$ cat config.mk
export PLATFORM = sky130hd
export DESIGN_NAME = pc_gen
export DESIGN_NICKNAME = d
export VERILOG_FILES = /design/src/rtl/pc_pkg.sv /design/src/rtl/pc_redirect_arb.sv /design/src/rtl/pc_gen.sv
export SDC_FILE = /design/constraint.sdc
export NUM_CORES = 1
export LEC_CHECK = 0
export BUFFER_PORTS_ARGS = -buffer_cell sky130_fd_sc_hd__buf_2
export CAP_MARGIN = 20
export CORE_MARGIN = 2
export CORE_UTILIZATION = 49
export CTS_CLUSTER_DIAMETER = 200
export DETAILED_ROUTE_END_ITERATION = 7
export PLACE_DENSITY = 0.9
export SKIP_CTS_REPAIR_TIMING = 1
export SYNTH_ARGS = -nofsm -noshare
export SYNTH_HDL_FRONTEND = slang
export SYNTH_SLANG_ARGS = --single-unit
$ cat constraint.sdc
create_clock -name clk -period 2.11 [get_ports clk]
set_input_delay 0.422 -clock clk [delete_from_list [all_inputs] [get_ports clk]]
set_output_delay 0.422 -clock clk [all_outputs]
set_load 0.01 [all_outputs]
$ cat src/rtl/pc_pkg.sv
// Shared types for the PC generator: FSM states, redirect-source encoding and default reset vector.
package pc_pkg;

    localparam int unsigned DEF_ADDR_W    = 32;
    localparam logic [31:0] DEF_RESET_VEC = 32'h1C00_0000;
    localparam int unsigned PERF_CNT_W    = 32;

    typedef enum logic [1:0] {
        BOOT = 2'd0,
        RUN  = 2'd1,
        HALT = 2'd2
    } pc_state_e;

    typedef enum logic [1:0] {
        NONE = 2'd0,
        EXC  = 2'd1,
        BR   = 2'd2,
        SEQ  = 2'd3
    } pc_src_e;

endpackage

$ cat src/rtl/pc_redirect_arb.sv
// Combinational next-pc select: exception > branch > sequential advance > hold.
module pc_redirect_arb
    import pc_pkg::*;
#(
    parameter int unsigned ADDR_W      = DEF_ADDR_W,
    parameter int unsigned FETCH_BYTES = 4
) (
    input  logic [ADDR_W-1:0] pc,
    input  logic              exc_valid,
    input  logic [ADDR_W-1:0] exc_target,
    input  logic              br_valid,
    input  logic              br_en,
    input  logic [ADDR_W-1:0] br_target,
    input  logic              advance,
    output pc_src_e           src_c,
    output logic [ADDR_W-1:0] next_pc_c
);

    // Sequential add wraps naturally at ADDR_W bits.
    always_comb begin
        src_c     = NONE;
        next_pc_c = pc;
        if (exc_valid) begin
            src_c     = EXC;
            next_pc_c = exc_target;
        end else if (br_valid && br_en) begin
            src_c     = BR;
            next_pc_c = br_target;
        end else if (advance) begin
            src_c     = SEQ;
            next_pc_c = pc + ADDR_W'(FETCH_BYTES);
        end
    end

endmodule

$ cat src/rtl/pc_gen.sv
// Fetch PC generator with BOOT/RUN/HALT control and redirect handling.
// Optional performance counters are built when PC_GEN_PERF_EN is defined.
module pc_gen
    import pc_pkg::*;
#(
    parameter int unsigned       ADDR_W      = DEF_ADDR_W,
    parameter logic [ADDR_W-1:0] RESET_VEC   = ADDR_W'(DEF_RESET_VEC),
    parameter int unsigned       FETCH_BYTES = 4
) (
    input  logic              clk,
    input  logic              rst_n,
    input  logic              fetch_ready,
    input  logic              exc_valid,
    input  logic [ADDR_W-1:0] exc_target,
    input  logic              br_valid,
    input  logic [ADDR_W-1:0] br_target,
    input  logic              halt_req,
    output logic [ADDR_W-1:0] pc,
    output logic              pc_valid,
    output logic              pc_misalign,
    output logic              redirected
`ifdef PC_GEN_PERF_EN
    ,
    output logic [PERF_CNT_W-1:0] redirect_cnt,
    output logic [PERF_CNT_W-1:0] stall_cnt
`endif
);

    pc_state_e         state_q;
    pc_state_e         state_d;
    pc_src_e           src_c;
    logic [ADDR_W-1:0] next_pc_c;
    logic              advance_c;
    logic              br_en_c;
    logic              redirect_c;

    // A halt request freezes the pc instead of advancing it.
    assign advance_c  = pc_valid & fetch_ready & ~halt_req;
    assign br_en_c    = (state_q != HALT);
    assign redirect_c = (src_c == EXC) || (src_c == BR);

    pc_redirect_arb #(
        .ADDR_W      (ADDR_W),
        .FETCH_BYTES (FETCH_BYTES)
    ) u_arb (
        .pc         (pc),
        .exc_valid  (exc_valid),
        .exc_target (exc_target),
        .br_valid   (br_valid),
        .br_en      (br_en_c),
        .br_target  (br_target),
        .advance    (advance_c),
        .src_c      (src_c),
        .next_pc_c  (next_pc_c)
    );

    // Next-state logic; an exception always wins over a halt request.
    always_comb begin
        state_d = state_q;
        case (state_q)
            BOOT:    state_d = RUN;
            RUN:     if (!exc_valid && halt_req) state_d = HALT;
            HALT:    if (exc_valid) state_d = RUN;
            default: state_d = BOOT;
        endcase
    end

    always_ff @(posedge clk or negedge rst_n) begin
        if (!rst_n) begin
            state_q     <= BOOT;
            pc          <= RESET_VEC;
            pc_valid    <= 1'b0;
            pc_misalign <= 1'b0;
            redirected  <= 1'b0;
        end else begin
            state_q     <= state_d;
            pc          <= next_pc_c;
            pc_valid    <= (state_d == RUN);
            pc_misalign <= |next_pc_c[1:0];
            redirected  <= redirect_c;
        end
    end

`ifdef PC_GEN_PERF_EN
    // Saturating event counters.
    always_ff @(posedge clk or negedge rst_n) begin
        if (!rst_n) begin
            redirect_cnt <= '0;
            stall_cnt    <= '0;
        end else begin
            if (redirect_c && (redirect_cnt != '1)) begin
                redirect_cnt <= redirect_cnt + PERF_CNT_W'(1);
            end
            if ((state_q == RUN) && !fetch_ready && (stall_cnt != '1)) begin
                stall_cnt <= stall_cnt + PERF_CNT_W'(1);
            end
        end
    end
`endif

endmodule

==> results.sh <==
export IMPL_drtPass1Iterations=7
export IMPL_die_w_um=77.65
export IMPL_clock_sinks=37
export IMPL_initial_core_util_pct=51.38
export IMPL_die_y_um=77.65
export IMPL_rows=26
export IMPL_worstPathArrival_ns=2.24
export IMPL_tightest_slew_ns=0.6597
export IMPL_final_layout_size_suffix_gt1_share_pct=36.84
export IMPL_rr_endpoint="pc[19]"
export IMPL_dp_final_hpwl_mm=6.407
export IMPL_ys_ff_latch=37
export IMPL_ys_async_sr_fraction_pct=100.0
export IMPL_postRouteAntennaNets=0
export IMPL_avgSynthCellArea_um2=8.331
export IMPL_cap_violations=0
export IMPL_vias=3150
export IMPL_relSlewSlack_pct=56.02
export IMPL_ys_flop_type="dfrtp_1"
export IMPL_synth_seq_area_share_pct=34.98
export IMPL_grt_first_pass_wirelength_mm=14.48
export IMPL_post_route_period_util_pct=94.98
export IMPL_r2r_worst_path_cells=5
export IMPL_clockRootBuffer="clkbuf_8"
export IMPL_setup_viol=0
export IMPL_drt_iter0_drc=293
export IMPL_drv_slew=0
export IMPL_hold_slack_ns=0.07927
export IMPL_fin_skew_ns=0.007053
export IMPL_end_kind="flop"
export IMPL_grt_usage_pct=30.09
export IMPL_fill_cells=445
export IMPL_die_area_um2=6029
export IMPL_wirelength_mm=8.719
export IMPL_hold_class="in2async"
export IMPL_peakVddDrop_mv=0.3879
export IMPL_core_area_um2=5172
export IMPL_drc=0
export IMPL_nets=507
export IMPL_syn_area_um2=2658
export IMPL_synth_edf_count=0
export IMPL_routedWlPerCell_um=17.20
export IMPL_cts_tree="done"
export IMPL_leakagePower_nw=1.562
export IMPL_ys_warn_count=0
export IMPL_cts_buffers=5
export IMPL_grt_max_degree=38
export IMPL_crit_fanout=13
export IMPL_via_per_inst=6.213
export IMPL_portBuffers=104
export IMPL_place_congestion=0.8919
export IMPL_grt_pass1_vias=2998
export IMPL_diodes=0
export IMPL_path_class="reg2reg"
export IMPL_clk_latency_ns=0.30
export IMPL_rsz0062_at_grt="no"
export IMPL_start_kind="flop"
export IMPL_hold_violations=0
export IMPL_synth_fp_nets=390
export IMPL_fin_tns_setup_ns=0
export IMPL_power_density_nw_per_um2=633.4
export IMPL_h_tree_depth=2
export IMPL_cp_required_ns=2.35
export IMPL_clockBufferDepth=2
export IMPL_period_needed_ns=2.004
export IMPL_fmaxAchievable_mhz=499.0
export IMPL_area_growth_pct=31.50
export IMPL_status="completed"
export IMPL_antenna_found_initial=0
export IMPL_io_pins=105
export IMPL_clk_pin_slew_ns=0.08
export IMPL_synthCells=319
export IMPL_ys_types=64
export IMPL_regToRegStartpoint="pc[14]"
export IMPL_rrSetupSlack_ns=0.11
export IMPL_grt_ovfl_total=0
cells in the final DEF, fill, tap and decap left out, types with 6 or more instances in the layout:
master    count
buf_2       104
nand2_1      36
dfrtp_1      34
a21oi_1      26
buf_4        26
nor2_1       22
nor3_1       12
o21ai_0      11
nand3_1      11
a221oi_1      9
inv_1         8
xnor2_1       7
a31oi_1       7
clkbuf_8      7
and2_1        6
o211ai_1      6
nor4_1        6
registers in the layout (all words and copies together) (netlist names):
signal       flops
pc              32
pc_misalign      1
pc_valid         1
redirected       1
state_q          2
Yosys cell counts (5+ instances only):
library cell,instances,area share (%)
o21ai_0,11,2.1
or2_2,5,1.2
dfrtp_1,34,32
nor2_1,22,3.1
a221oi_1,9,3.0
o211ai_1,6,1.7
nor4_1,6,1.4
o31ai_1,5,1.4
a31oi_1,7,1.6
mux2i_1,5,1.9
clkbuf_1,15,2.1
nand2_1,36,5.1
xnor2_1,7,2.3
a22oi_1,5,1.4
nand3_1,11,2.1
a21oi_1,26,4.9
nor3_1,12,2.3
inv_1,8,1.1
and2_1,6,1.4
where the power goes:
group	total (mW)	internal [mW]	switching, mW
Sequential	0.911	0.806	0.105
Clock	0.566	0.296	0.270
Combinational	0.736	0.340	0.396
how the worst max path moves through the flow:
stage,startpoint,endpoint,slack [ns],depth (start not counted)
after floorplan,pc[4],pc[19],0.30,6
after global placement,pc[14],pc[19],0.22,5
after detailed placement,pc[5],pc[19],0.13,5
after CTS,pc[5],pc[19],0.13,5
after global routing,pc[5],pc[26],0.02,6
final,pc[14],pc[19],0.11,5
metal layers:
metal / part of all wire [%] / global-route usage, % / vias up
met5: 0 / 0 / -
met2: 47 / 49.57 / 203
li1: - / - / 1442
met1: 40 / 39.29 / 1488
met4: 2.5 / 10.00 / 0
met3: 10 / 6.279 / 17
final cells by class:
| cell class | instances | area [um^2] | area share (%) |
|---|---|---|---|
| well taps | 70 | 87.58 | 2.506 |
| inverters | 9 | 33.78 | 0.9667 |
| clock inverters | 1 | 5.005 | 0.1432 |
| repair buffers | 132 | 755.7 | 21.63 |
| multi-input cells | 251 | 1587 | 45.40 |
| clock buffers | 7 | 96.34 | 2.757 |
| flip-flops and latches | 37 | 929.6 | 26.60 |
stage by stage:
stage                     worst slack, ns  cells  utilization (%)  cell area, um^2  total power, mW
after CTS                          0.1270    507            67.54             3493            2.200
after global placement             0.2234    499            65.58             3392            1.615
after floorplan                    0.3044    319                -             2658            1.308
after detailed placement           0.1271    499            65.58             3392            1.643
final                              0.1058    507            67.56             3495            2.214
after global routing              0.01949    507            67.56             3495            2.331
logic make-up (layout without fill, tap and decap cells):
kind of cell / Yosys count / after routing / share of synthesized area [%]
muxes: 6 / 6 / 2.307
xor gates and xnor gates: 10 / 10 / 3.296
buffers and inverters: 31 / 149 / 5.367
DFF: 37 / 37 / 34.98
adders and majority gates: 1 / 1 / 0.4707
AOI/OAI and AO/OA: 105 / 105 / 27.97
and+or+nand+nor: 129 / 129 / 25.61
critical path, cell delays in order, from the launching register on:
cell and delay (ns):
dfrtp_1 0.44, nand3_1 0.14, or2_2 0.41, or4_1 0.54
a311o_1 0.33, nand2_1 0.08
Power figures use the tool's default switching activity.
